**src/rtl/proc_trace_capture.sv**
```systemverilog
// Commit-trace recorder: samples regfile writeback and dmem stores for a bounded
// number of cycles and queues one stamped entry per writing cycle for a consumer.
module proc_trace_capture #(
    parameter int CYCLE_LIMIT = 100,
    parameter int DEPTH       = 16,
    parameter int CNT_W       = 16,
    parameter int ADDR_W      = 12,
    parameter int DATA_W      = 32,
    parameter int REG_W       = 5
) (
    input  logic              clock,
    input  logic              reset,
    input  logic              start,
    input  logic [DATA_W-1:0] pc,
    input  logic              ctrl_writeEnable,
    input  logic [REG_W-1:0]  ctrl_writeReg,
    input  logic [DATA_W-1:0] data_writeReg,
    input  logic              wren,
    input  logic [ADDR_W-1:0] address_dmem,
    input  logic [DATA_W-1:0] data,
    output logic              trace_valid,
    input  logic              trace_ready,
    output logic [CNT_W-1:0]  trace_cycle,
    output logic [DATA_W-1:0] trace_pc,
    output logic              trace_rf_we,
    output logic [REG_W-1:0]  trace_rf_rd,
    output logic [DATA_W-1:0] trace_rf_data,
    output logic              trace_mem_we,
    output logic [ADDR_W-1:0] trace_mem_addr,
    output logic [DATA_W-1:0] trace_mem_data,
    output logic              overflow,
    output logic [CNT_W-1:0]  drop_count,
    output logic              busy,
    output logic              done
);

    localparam int PTR_W = (DEPTH > 1) ? $clog2(DEPTH) : 1;
    localparam int OCC_W = PTR_W + 1;
    localparam logic [OCC_W-1:0] FULL_OCC = OCC_W'(DEPTH);
    localparam logic [CNT_W-1:0] LAST_CYC = CNT_W'(CYCLE_LIMIT - 1);

    typedef enum logic [1:0] {
        IDLE  = 2'd0,
        RUN   = 2'd1,
        DRAIN = 2'd2,
        DONE  = 2'd3
    } state_t;

    typedef struct packed {
        logic [CNT_W-1:0]  cyc;
        logic [DATA_W-1:0] pc;
        logic              rf_we;
        logic [REG_W-1:0]  rd;
        logic [DATA_W-1:0] rf_data;
        logic              mem_we;
        logic [ADDR_W-1:0] addr;
        logic [DATA_W-1:0] mem_data;
    } entry_t;

    function automatic logic [CNT_W-1:0] sat_inc(input logic [CNT_W-1:0] v);
        return (&v) ? v : v + CNT_W'(1);
    endfunction

    state_t           state;
    logic [CNT_W-1:0] cyc_cnt;

    // ---- stage p0: sample the architectural write ports ----
    logic   rf_ev_p0;
    logic   mem_ev_p0;
    logic   push_p0;
    entry_t entry_p0;

    always_comb begin
        rf_ev_p0  = ctrl_writeEnable && (ctrl_writeReg != '0);
        mem_ev_p0 = wren;
        push_p0   = (state == RUN) && (rf_ev_p0 || mem_ev_p0);

        entry_p0          = '0;
        entry_p0.cyc      = cyc_cnt;
        entry_p0.pc       = pc;
        entry_p0.rf_we    = rf_ev_p0;
        entry_p0.rd       = rf_ev_p0 ? ctrl_writeReg : '0;
        entry_p0.rf_data  = rf_ev_p0 ? data_writeReg : '0;
        entry_p0.mem_we   = mem_ev_p0;
        entry_p0.addr     = mem_ev_p0 ? address_dmem : '0;
        entry_p0.mem_data = mem_ev_p0 ? data : '0;
    end

    // ---- stage p1: registered FIFO, head read straight from storage ----
    entry_t           fifo_mem [DEPTH];
    logic [PTR_W-1:0] wr_ptr;
    logic [PTR_W-1:0] rd_ptr;
    logic [OCC_W-1:0] occ;
    logic             vld_p1;
    logic             full_p1;
    logic             pop_p1;
    logic             accept_p0;
    logic             drop_p0;
    entry_t           head_p1;

    assign vld_p1    = (occ != '0);
    assign full_p1   = (occ == FULL_OCC);
    assign pop_p1    = vld_p1 && trace_ready;
    // A pop in the same cycle frees the slot a full FIFO would otherwise refuse.
    assign accept_p0 = push_p0 && (!full_p1 || pop_p1);
    assign drop_p0   = push_p0 && full_p1 && !pop_p1;
    assign head_p1   = vld_p1 ? fifo_mem[rd_ptr] : '0;

    always_ff @(posedge clock) begin
        if (accept_p0) begin
            fifo_mem[wr_ptr] <= entry_p0;
        end
    end

    always_ff @(posedge clock) begin
        if (reset) begin
            wr_ptr <= '0;
            rd_ptr <= '0;
            occ    <= '0;
        end else begin
            if (accept_p0) begin
                wr_ptr <= wr_ptr + PTR_W'(1);
            end
            if (pop_p1) begin
                rd_ptr <= rd_ptr + PTR_W'(1);
            end
            case ({accept_p0, pop_p1})
                2'b10:   occ <= occ + OCC_W'(1);
                2'b01:   occ <= occ - OCC_W'(1);
                default: occ <= occ;
            endcase
        end
    end

    // Capture control; busy/done are registered together with the state.
    always_ff @(posedge clock) begin
        if (reset) begin
            state      <= IDLE;
            cyc_cnt    <= '0;
            overflow   <= 1'b0;
            drop_count <= '0;
            busy       <= 1'b0;
            done       <= 1'b0;
        end else begin
            case (state)
                IDLE, DONE: begin
                    if (start) begin
                        state      <= RUN;
                        cyc_cnt    <= '0;
                        overflow   <= 1'b0;
                        drop_count <= '0;
                        busy       <= 1'b1;
                        done       <= 1'b0;
                    end
                end
                RUN: begin
                    cyc_cnt <= cyc_cnt + CNT_W'(1);
                    if (drop_p0) begin
                        overflow   <= 1'b1;
                        drop_count <= sat_inc(drop_count);
                    end
                    if (cyc_cnt == LAST_CYC) begin
                        state <= DRAIN;
                    end
                end
                DRAIN: begin
                    if (!vld_p1) begin
                        state <= DONE;
                        busy  <= 1'b0;
                        done  <= 1'b1;
                    end
                end
                default: begin
                    state <= IDLE;
                    busy  <= 1'b0;
                    done  <= 1'b0;
                end
            endcase
        end
    end

    assign trace_valid    = vld_p1;
    assign trace_cycle    = head_p1.cyc;
    assign trace_pc       = head_p1.pc;
    assign trace_rf_we    = head_p1.rf_we;
    assign trace_rf_rd    = head_p1.rd;
    assign trace_rf_data  = head_p1.rf_data;
    assign trace_mem_we   = head_p1.mem_we;
    assign trace_mem_addr = head_p1.addr;
    assign trace_mem_data = head_p1.mem_data;

endmodule

```
**config.mk**
```make
export PLATFORM = sky130hd
export DESIGN_NAME = proc_trace_capture
export DESIGN_NICKNAME = d
export VERILOG_FILES = /design/src/rtl/proc_trace_capture.sv
export SDC_FILE = /design/constraint.sdc
export NUM_CORES = 2
export LEC_CHECK = 0
export ABC_AREA = 1
export BUFFER_PORTS_ARGS = -buffer_cell sky130_fd_sc_hd__buf_4
export CELL_PAD_IN_SITES_DETAIL_PLACEMENT = 1
export CELL_PAD_IN_SITES_GLOBAL_PLACEMENT = 2
export CORE_ASPECT_RATIO = 1.1
export CORE_MARGIN = 3
export CORE_UTILIZATION = 40
export DETAILED_ROUTE_END_ITERATION = 7
export PLACE_DENSITY = 0.69
export SKIP_LAST_GASP = 1
export SLEW_MARGIN = 20
export SYNTH_ARGS = -nofsm -noshare
export SYNTH_HDL_FRONTEND = slang
export SYNTH_SLANG_ARGS = --single-unit
```
**constraint.sdc**
```tcl
create_clock -name clock -period 9.25 [get_ports clock]
set_input_delay 0 -clock clock [delete_from_list [all_inputs] [get_ports clock]]
set_output_delay 0 -clock clock [all_outputs]
set_load 0.02 [all_outputs]
```
==> impl_metrics.ini <==
[setup_path]
startpoint_type = flop
reg2reg_from = state[1]$_SDFFE_PP0P_
critical_path_class = reg2out
path_max_fanout = 192
r2r-end = fifo_mem[1][21]$_DFFE_PP_
cp.arrival_ps = 5590
r2r_setup_slack_ps = 5270
cp.required_ps = 9250
reg2reg_depth = 8
end_kind = output port

[pwr]
powerDensity_nw_per_um2 = 279
irDropWorstVdd_v = 0.000369
leakagePower_uw = 0.0313

[synth]
yosys_warnings = 0
synth_fp_nets = 6275
synth_cell_types = 44
ys_top_cells_by_area = edfxtp_1 (75%), o21ai_0 (6.3%), nor2_1 (5.1%)
yosysTopAreaCell = edfxtp_1
synthTopCellsByCount = edfxtp_1 (2096), nor2_1 (1143), o21ai_0 (1068), o221ai_1 (370), clkbuf_1 (297)
avgSynthCellArea_um2 = 13.7
ys_seq_area_share_pct = 75.9
synth_seq_cells = 2150
synth_top_area_share_pct = 74.6
async_reset_ff_share_pct = 0
synth_ff_type = edfxtp_1
synth_most_common_cell = edfxtp_1
synth_edf_count = 2096
synthesis.area_um2 = 84400
netlist_instances = 6144

[placement]
portBuffers = 269
gp_routability_congestion = 0.727
place_area_um2 = 88700
dp_hpwl_mm = 119

[worst_hold_path]
hold_path_end = fifo_mem[7][113]$_DFFE_PP_
hold_path.class = in2reg
hold_depth = 2
min-delay-start = pc[30]

[floorplanning]
start_util_pct = 40.3
ios = 270
die-area_um2 = 217000
rows = 176
core_area_um2 = 209000
die_w_um = 444
fp.dieH_um = 488

[timing]
slew_viol_final = 0
worst_pin_slew_ps = 1370
finalCritPeriodShare_pct = 60.4
hold_viol = 0
final.setup.tns_ps = 0
finClkSkew_ps = 33.9
fmax_ghz = 0.179
slew_headroom_pct = 8.78
min_period_ps = 5590
final-setup-viol-count = 0
rsz0062_at_grt = false

[status]
run_status = completed

[global_route]
top_usage_layer = met2
grt_pass1_vias = 56000
grtUsageMet3_pct = 2.71
grt_pass1_wl_mm = 375
grt_usage_pct = 23.1
antenna_found_initial = 11
grt_max_degree = 241
grt.overflow.total = 0
met2_usage_pct = 38.8
met1_usage_pct = 32.3

[cts]
cts_buffers = 220
cts_resized = 0
cts_htree_levels = 4
postCtsSetupBuffers = 0
clkLatencyLatePin_ps = 870
root_buffer = clkbuf_16
cts_sinks = 2150
cts_tree = yes
clock_path_buffers = 3
ctsHoldBuffers = 149
clk_pin_slew_ps = 60

[route]
viasPerCell = 5.79
drt_iter0_drc = 4673
drc = 0
firstDrtPassIters = 7
antenna_left = 0
wl_per_cell_um = 27.3
totalWireLength_mm = 255
vias = 54200

[layout]
drive_gt1_share_pct = 10.8
nNetsFinal = 6535
area_growth_pct = 15.1
final_cell_area_um2 = 97100
fillers = 20900

[job]
drv_cap = 0
cells by family (layout without fill, tap and decap cells):
logic type | after synthesis | in the layout | synth area share, %
flops | 2150 | 2150 | 75.9
compound gates | 1930 | 1930 | 13.8
simple gates | 1437 | 1437 | 6.79
buf+inv | 611 | 1061 | 3.28
fa+ha+maj | 12 | 12 | 0.178
xor+xnor | 4 | 4 | 0.0415
other cells | 0 | 3 | 0
metal layers:
metal	wire, um	up-vias	part of all wire (%)
li1	-	23900	-
met1	116000	28700	45
met2	124000	1189	49
met3	10500	325	4.1
met4	5010	2	2.0
met5	7	-	0.0027
stage by stage:
| stage | power (uW) | hold WS (ps) | cells | setup slack [ps] | utilization (%) |
|---|---|---|---|---|---|
| 2_1_floorplan | 15900 | 78.5 | 6144 | 2180 | - |
| 3_3_place_gp | 18700 | 299 | 8790 | 4750 | 42.4 |
| 3_5_place_dp | 18800 | 306 | 8791 | 4690 | 42.4 |
| 4_1_cts | 27400 | 1.95 | 9352 | 3750 | 46.3 |
| 5_1_grt | 28400 | 42.2 | 9354 | 3550 | 46.4 |
| 6_report | 27100 | 56.0 | 9356 | 3660 | 46.4 |
layout by cell type, fill, tap and decap left out, types with 22 or more instances in the layout:
cell type,count
buf_4,328
clkbuf_1,44
nand3_1,134
inv_1,139
nor2_1,1124
o22ai_1,154
edfxtp_1,2096
dfxtp_1,50
dlygate4sd3_1,149
nand2_1,114
clkinv_2,48
o211ai_1,155
o221ai_1,370
clkbuf_16,222
o21ai_0,1068
buf_12,22
clkinv_1,64
a21oi_1,166
how the worst max path moves through the flow:
stage | start | endpoint | slack [ps] | depth (start not counted)
after floorplan | state[1]$_SDFFE_PP0P_ | fifo_mem[11][0]$_DFFE_PP_ | 2180 | 6
after global placement | flop | trace_rf_data[19] | 4750 | 8
after detailed placement | flop | trace_rf_data[4] | 4690 | 8
after CTS | flop | trace_rf_data[4] | 3750 | 8
after global routing | flop | trace_mem_data[16] | 3550 | 8
final | flop | trace_rf_data[19] | 3660 | 8
worst max-delay path: stages, from the launching register on:
cell and delay [ps]:
dfxtp_4 760, buf_4 630, buf_4 860, buf_12 470
o21ai_0 220, o221ai_1 230, o211ai_1 110, a21oi_1 570
buf_4 260
where the power goes:
group	switching (uW)	total [uW]	internal, uW
registers	145	11100	11000
clock network	3790	8480	4690
logic	5380	7510	2130
area by class of cell:
cell class                      count  area, um2  area share, %
Sequential cell                  2150      64000           65.9
Multi-Input combinational cell   3383      17700           18.3
Clock buffer                      270       5780           5.95
Timing Repair Buffer              500       4420           4.55
Tap cell                         2759       3450           3.56
Clock inverter                    142       1070           1.11
Inverter                          149        611          0.629
Antenna cell                        3       7.51        0.00773
flip-flops by register name, summed over array words and instances (netlist names), named ones only:
| register | cells |
|---|---|
| busy | 1 |
| cyc_cnt | 16 |
| done | 1 |
| drop_count | 16 |
| fifo_mem | 2096 |
| occ | 5 |
| overflow | 1 |
| rd_ptr | 4 |
| state | 2 |
| wr_ptr | 4 |
Note: power is estimated with default switching activity, not from simulation.
